**src/rtl/nx_fifo_wr_arb.sv**
```systemverilog
// Packet-atomic round-robin write arbiter in front of a shared nx_fifo.
// One requester owns the FIFO write port for a whole packet. A new packet
// is only granted while the FIFO has enough free slots to make progress.
module nx_fifo_wr_arb #(
    parameter int N_REQ     = 4,
    parameter int WIDTH     = 83,
    parameter int SLOT_W    = 5,
    parameter int MIN_FREE  = 4,
    parameter int MAX_BEATS = 16
) (
    input  logic                   clk_i,
    input  logic                   rst_ni,
    input  logic [N_REQ-1:0]       req_valid_i,
    input  logic [N_REQ-1:0]       req_last_i,
    input  logic [N_REQ*WIDTH-1:0] req_data_i,
    output logic [N_REQ-1:0]       req_ready_o,
    input  logic                   fifo_full_i,
    input  logic [SLOT_W-1:0]      fifo_free_slots_i,
    output logic                   fifo_wen_o,
    output logic [WIDTH-1:0]       fifo_wdata_o,
    output logic                   grant_vld_o,
    output logic [2:0]             grant_id_o,
    output logic                   pkt_done_o,
    output logic                   len_err_o
);

    localparam int ID_W  = 3;
    localparam int CNT_W = $clog2(MAX_BEATS + 1);

    typedef enum logic {
        IDLE = 1'b0,
        PKT  = 1'b1
    } state_e;

    state_e           state_q, state_d;
    logic [ID_W-1:0]  rr_ptr_q, rr_ptr_d;
    logic [ID_W-1:0]  grant_id_q, grant_id_d;
    logic [CNT_W-1:0] beat_cnt_q, beat_cnt_d;
    logic             grant_vld_q, grant_vld_d;
    logic             pkt_done_q, pkt_done_d;
    logic             len_err_q, len_err_d;

    logic [7:0]       validExt;
    logic [7:0]       lastExt;
    logic [7:0]       readyExt;
    logic [WIDTH-1:0] dataArr [8];
    logic [ID_W:0]    candIdx;
    logic             winnerFound;
    logic [ID_W-1:0]  winnerIdx;
    logic             freeOk;
    logic             beatAccept;
    logic             lastBeat;
    logic             overLen;
    logic             pktClose;

    // Widen per-requester vectors to 8 entries so the 3-bit grant index selects exactly
    assign validExt = 8'(req_valid_i);
    assign lastExt  = 8'(req_last_i);

    // Split the flat data bus into one word per requester
    always_comb begin
        for (int i = 0; i < 8; i++) begin
            dataArr[i] = '0;
        end
        for (int i = 0; i < N_REQ; i++) begin
            dataArr[i] = req_data_i[i*WIDTH +: WIDTH];
        end
    end

    // Round-robin search for the first valid requester starting at rr_ptr
    always_comb begin
        winnerFound = 1'b0;
        winnerIdx   = '0;
        candIdx     = '0;
        for (int k = 0; k < N_REQ; k++) begin
            candIdx = {1'b0, rr_ptr_q} + (ID_W+1)'(k);
            if (candIdx >= (ID_W+1)'(N_REQ)) begin
                candIdx = candIdx - (ID_W+1)'(N_REQ);
            end
            if (!winnerFound && validExt[candIdx[ID_W-1:0]]) begin
                winnerFound = 1'b1;
                winnerIdx   = candIdx[ID_W-1:0];
            end
        end
    end

    assign freeOk     = (fifo_free_slots_i >= SLOT_W'(MIN_FREE));
    assign beatAccept = (state_q == PKT) && validExt[grant_id_q] && !fifo_full_i;
    assign lastBeat   = lastExt[grant_id_q];
    assign overLen    = (beat_cnt_q == CNT_W'(MAX_BEATS - 1)) && !lastBeat;
    assign pktClose   = beatAccept && (lastBeat || overLen);

    // State and grant registers, all returning to idle on reset
    always_ff @(posedge clk_i or negedge rst_ni) begin
        if (!rst_ni) begin
            state_q     <= IDLE;
            rr_ptr_q    <= '0;
            grant_id_q  <= '0;
            beat_cnt_q  <= '0;
            grant_vld_q <= 1'b0;
            pkt_done_q  <= 1'b0;
            len_err_q   <= 1'b0;
        end else begin
            state_q     <= state_d;
            rr_ptr_q    <= rr_ptr_d;
            grant_id_q  <= grant_id_d;
            beat_cnt_q  <= beat_cnt_d;
            grant_vld_q <= grant_vld_d;
            pkt_done_q  <= pkt_done_d;
            len_err_q   <= len_err_d;
        end
    end

    // Grant a new packet from IDLE, count beats and close the packet on last or overlength
    always_comb begin
        state_d     = state_q;
        rr_ptr_d    = rr_ptr_q;
        grant_id_d  = grant_id_q;
        beat_cnt_d  = beat_cnt_q;
        grant_vld_d = grant_vld_q;
        pkt_done_d  = 1'b0;
        len_err_d   = len_err_q;
        case (state_q)
            IDLE: begin
                if (winnerFound && freeOk) begin
                    state_d     = PKT;
                    grant_vld_d = 1'b1;
                    grant_id_d  = winnerIdx;
                end
            end
            PKT: begin
                if (beatAccept) begin
                    beat_cnt_d = beat_cnt_q + 1'b1;
                    if (overLen) begin
                        len_err_d = 1'b1;
                    end
                    if (pktClose) begin
                        state_d     = IDLE;
                        grant_vld_d = 1'b0;
                        beat_cnt_d  = '0;
                        pkt_done_d  = 1'b1;
                        rr_ptr_d    = (grant_id_q == ID_W'(N_REQ - 1)) ? '0 : grant_id_q + 1'b1;
                    end
                end
            end
            default: begin
                state_d = IDLE;
            end
        endcase
    end

    // Steer the granted requester onto the FIFO write port, stalling while full
    always_comb begin
        readyExt     = '0;
        fifo_wen_o   = 1'b0;
        fifo_wdata_o = '0;
        if (state_q == PKT) begin
            readyExt[grant_id_q] = !fifo_full_i;
            fifo_wen_o           = beatAccept;
        end
        if (grant_vld_q) begin
            fifo_wdata_o = dataArr[grant_id_q];
        end
    end

    assign req_ready_o = readyExt[N_REQ-1:0];
    assign grant_vld_o = grant_vld_q;
    assign grant_id_o  = grant_id_q;
    assign pkt_done_o  = pkt_done_q;
    assign len_err_o   = len_err_q;

endmodule

```
**config.mk**
```make
export PLATFORM = sky130hd
export DESIGN_NAME = nx_fifo_wr_arb
export DESIGN_NICKNAME = d
export VERILOG_FILES = /design/src/rtl/nx_fifo_wr_arb.sv
export SDC_FILE = /design/constraint.sdc
export NUM_CORES = 1
export LEC_CHECK = 0
export ABC_AREA = 1
export BUFFER_PORTS_ARGS = -buffer_cell sky130_fd_sc_hd__clkbuf_2
export CELL_PAD_IN_SITES_DETAIL_PLACEMENT = 0
export CELL_PAD_IN_SITES_GLOBAL_PLACEMENT = 2
export CORE_MARGIN = 4
export CORE_UTILIZATION = 13
export CTS_CLUSTER_DIAMETER = 80
export DETAILED_ROUTE_END_ITERATION = 10
export PLACE_DENSITY = 0.84
export SYNTH_ARGS = -nofsm -noshare
export SYNTH_HDL_FRONTEND = slang
export SYNTH_SLANG_ARGS = --single-unit
```
**constraint.sdc**
```tcl
create_clock -name clk_i -period 1.9 [get_ports clk_i]
set_input_delay 0.285 -clock clk_i [delete_from_list [all_inputs] [get_ports clk_i]]
set_output_delay 0.285 -clock clk_i [all_outputs]
set_load 0.01 [all_outputs]
```
## Word level (Yosys, flattened, before mapping)

Index checks and enable logic that the tools add are counted.
W data, S select, Z words.

- Register bits: 15
- Bits of input ports: 348
- Output and inout bits: 94
- Word-level logic and storage cells: 101

- Add/sub/neg operators: 9
- $lt $le $gt $ge: 12
- Eq/ne operators: 5
- Mux-type cells: 45
- Bitwise logic cells: 3
- Reduce and logical (&&, ||, !) cells: 20

Operator list:

| cell | count |
|---|---|
| $bmux W83 S3 | 1 |
| $mux W83 | 3 |
| $mux W3 | 9 |
| $mux W1 | 21 |
| $lt A3 B4 Y1 const B | 5 |
| $bmux W1 S3 | 6 |
| $ge A4 B3 Y1 const B | 3 |
| $sub A3 B3 Y3 const B | 4 |
| $logic_and A1 B1 Y1 | 9 |
| $reduce_and A3 Y1 | 3 |
| $add A3 B2 Y4 const B | 2 |
| $add A5 B1 Y5 const B | 1 |
| $eq A5 B4 Y1 const B | 1 |
| $ge A5 B3 Y1 const B | 1 |
| $logic_not A1 Y1 | 5 |
| $mux W5 | 1 |
| $add A3 B1 Y4 const B | 1 |
| $and A4 B4 Y4 | 1 |
| $ge A4 B4 Y1 const B | 1 |
| $mux W4 | 1 |
| $ne A2 B1 Y1 const B | 2 |
| $not A3 Y4 | 1 |
| $pmux W1 S2 | 2 |
| $reduce_and A2 Y1 | 2 |
| other kinds (8) | 8 |

## Logic depth before layout (Yosys ltp)

- Word-level depth: 17
- Depth in mapped cells: 13
- Depth with buffers taken out: 12

## Worst setup path after synthesis

No wires, ideal clock.

- Kind: register -> output
- Start point: register grant_id_q[0], in the netlist grant_id_o[0]
- End point: output fifo_wdata_o[10]
- Arrival: 1.394 ns
- Data required time: 1.615 ns
- Slack: 0.221 ns
- Stages on the path, launching flop included: 9
- Path buffers: 3
- Cells stage by stage: dfrtp_1 > buf_4 > inv_4 > buf_6 > buf_4 > nor2_1 > o311ai_0 > nand2_1 > inv_1

- Word-level cells in the longest chain between the ends: 5

RTL lines:

| element | RTL line | source |
|---|---|---|
| start, declared | 37 | `logic [ID_W-1:0] grant_id_q, grant_id_d;` |
| start signal, assigned | 106 | `grant_id_q <= grant_id_d;` |
| $not A3 Y4 (not written as such) | 162 | `fifo_wdata_o = dataArr[grant_id_q];` |
| $bmux W83 S3 | 162 |  |
| $mux W83 (not written as such) (2 in a row) | 162 |  |
| $mux W83 | 161 | `if (grant_vld_q) begin` |
| end, declared | 20 | `output logic [WIDTH-1:0] fifo_wdata_o,` |

Every way passes these cells. The select of a mux whose other input is x is not followed.

## Worst setup path in the final report

- Start point: register grant_id_q[0], in the netlist grant_id_o[0]
- End point: output fifo_wdata_o[44]

The elaborated chain is that of the path after synthesis.

==> metrics <==
Seq/Total Area, Yosys=9.98%; commonest non-fill, non-tap cell in the layout=clkbuf_2; Mean Syn Cell Area=4.99 sq um; drt total wl=about 27000 um; Ys Warns=0; drt first pass iters=4; worst-path fanout max=23; slowest CP cell=dfrtp_4; clk buf depth=2; Tmin final=between 2 and 2.5 ns; largest net degree at the start of global routing=47; Clock Tree Root=clkbuf_16; Worst Hold Class=in -> reg; sequential share of power=4.5%; initial drt markers=310; post-route setup slack=-0.222 ns; WS Path Type=reg -> out; drt drc=0; Max Cap Viol=0; fillcell total=between 3000 and 4000; Logic pwr share=between 90% and 100%; DR vias=6868; Final #Nets=between 1500 and 2000; DR vias/cell=between 4 and 5; max-slew violation count=0; Gate Count Post-Synth=753; Fmax=about 0.47 GHz; failing checks=setup timing; Slew headroom=between 70 and 80%; Synth top area share=25.4%; maximum vdd drop=around 750 uV; syn nets=between 1000 and 1500; reg2reg start=grant_id_o[0]$_DFFE_PN0P_; # IOs=442; Mapped Area=around 3800 sq um; total power=between 0.01 and 0.015 W; CTS H-tree depth=1; gpl congestion=0.846; WP data arrival=~1.8 ns; antenna violations before repair=0; hold path cells=4; Slowest Stage Delay on Critical Path=about 0.57 ns; startpoint types=register; GR Overflow Total=0; Worst Reg-to-Reg Cells=10; Clock Pin Slew Worst Setup and Hold Paths=0.05 ns; clock network fraction of total power=between 3 and 4%; Inserted Clock Buffers=3; RSZ-0062 raised after global routing=true; min-delay src=req_last_i[1]; WHS=0.361 ns; run status=complete, but fails checks; Layout area overhead=112%; Routed Antenna Nets=0; data required time of the critical path=around 1.6 ns; Leak=4.47 nW; Die H=~180 um; CTS tree=built; fin util=around 28%; core area=between 20000 and 30000 sq um; layout cells sized above 1=a little over 50%; power density cells=1670 nW/um^2; Sw Pwr=between 0.006 and 0.007 W; input/output buffers=439; CTS Sinks=15; Bufs and invs on worst path=4; Worst Skew=~0.0025 ns; Detail Placement HPWL=a little under 20000 um; cells along the critical path=inv_12 > buf_12 > buf_4 > o21ai_0 > a31oi_1 > clkbuf_2; Synth area leaders=nand2_1 25%, nor2_1 18%, dfrtp_1 10%, o311ai_0 9.8%, inv_1 7.1%; Hold Fails Final Rpt=0; WL/cell=between 15 and 20 um; row count=a little over 60; overall routing resource usage=between 10 and 15%; worst-margin pin slew=between 0.4 and 0.5 ns; crit path capture type=primary output; switch share=between 50% and 60%; die width=around 180 um; ant diodes=0; flops & latches, synth=15; cell taking the most area after synthesis=nand2_1; Crit path max-delay family=buffers and inverters; # setup viols final=87; Internal Pwr Total=approximately 0.0063 W; Distinct cells, synth=30; pre-CTS setup slack=-0.0481 ns; total die area=roughly 32000 sq um; vias in the first global route=6597; commonest cells after routing, fill and taps aside=385 x clkbuf_2, 213 x nand2_1, 171 x nor2_1; global-route wire length before repair=roughly 36000 um; worst skew pair latency=approximately 0.25 ns; setup TNS=-11.73 ns; Hold EP=len_err_o$_DFFE_PN0P_; r2r setup slk=-0.03 ns; Initial Utilization=13.1%; worst r2r dst=beat_cnt_q[3]$_DFFE_PN0P_; fin crit share=112%
## layer usage
metal	GRT usage, %	wire [um]
met5	0	0
met4	2.90	435
met3	2.16	1940
met2	26.2	13100
met1	18.3	11100
## state kept, by name, summed over array words and instances, names as in the netlist
name and count:
rr_ptr_q 3, len_err_o 1, state_q 1, grant_vld_o 1
grant_id_o 3, beat_cnt_q 5, pkt_done_o 1
## tightest hold or removal path, delay by kind of cell
kind / cells / cell delay (ns)
AOI/OAI and AO/OA: 1 / 0.06
and+or+nand+nor: 2 / 0.15
buffers and inverters: 1 / 0.08
## cells in the mapped netlist (all sizes together)
library cell / instances
buf: 41
a21oi: 3
nor2: 187
o311ai: 53
and2: 1
o22ai: 1
o21ai: 37
a31oi: 30
nor3b: 1
nand4: 4
dfrtp: 15
o21bai: 1
nor3: 7
clkbuf: 15
nand3: 18
ha: 5
inv: 75
nand2: 259
## per-stage QoR
step,cell area (sq um),std cells
final,7970,1611
after global routing,7970,1611
after CTS,7430,1595
after detailed placement,6730,1570
after global placement,6730,1570
after floorplan,3760,753
## power by group through the flow
stage | Combinational (W) | Clock [W] | Sequential [W]
final | 0.0123 | 0.000416 | 0.000602
after global routing | 0.0134 | 0.000442 | 0.000619
after CTS | 0.0111 | 0.000422 | 0.000595
after detailed placement | 0.00944 | 0 | 0.000580
after global placement | 0.00943 | 0 | 0.000581
after floorplan | 0.00522 | 0 | 0.000560
## worst max-delay path by stage
stage / to / startpoint / slack (ns) / cells after the start
global placement: fifo_wdata_o[76] / grant_id_o[0]$_DFFE_PN0P_ / -0.1 / 7
finish: fifo_wdata_o[44] / grant_id_o[0]$_DFFE_PN0P_ / -0.22 / 6
CTS: fifo_wdata_o[21] / grant_id_o[0]$_DFFE_PN0P_ / -0.20 / 8
detailed placement: fifo_wdata_o[76] / grant_id_o[0]$_DFFE_PN0P_ / -0.05 / 7
floorplan: fifo_wdata_o[10] / grant_id_o[0]$_DFFE_PN0P_ / 0.22 / 8
global route: fifo_wdata_o[44] / grant_id_o[0]$_DFFE_PN0P_ / -0.31 / 6
## cells by family (layout without fill, tap and decap cells)
| logic type | count (synthesis) | count (layout) | synth area share (%) |
|---|---|---|---|
| AO/OA/AOI/OAI | 125 | 125 | 23.0 |
| flip-flops | 15 | 15 | 9.98 |
| buffers and inverters | 131 | 604 | 15.3 |
| adder cells (fa/ha/maj) | 5 | 5 | 1.66 |
| AND/OR/NAND/NOR | 477 | 478 | 50.1 |
## final cells by class
| cell class | count | area [sq um] | area share [%] |
|---|---|---|---|
| clock buffers | 3 | 75.1 | 0.943 |
| clock inverters | 1 | 5.00 | 0.0628 |
| inverters | 75 | 297 | 3.72 |
| multi-input cells | 608 | 3250 | 40.8 |
| flip-flops and latches | 15 | 380 | 4.78 |
| well taps | 384 | 480 | 6.03 |
| repair buffers | 525 | 3480 | 43.7 |
## repair_timing
item / in CTS / in global routing
gates cloned: 5 / 6
hold endpoints to repair: 15 / 0
hold buffers: 1 / 0
endpoints found under the setup margin: 88 / 98
pin swaps: 21 / 18
buffers inserted: 15 / 10
resized for setup: 126 / 139
Note: power is estimated with default switching activity, not from simulation.
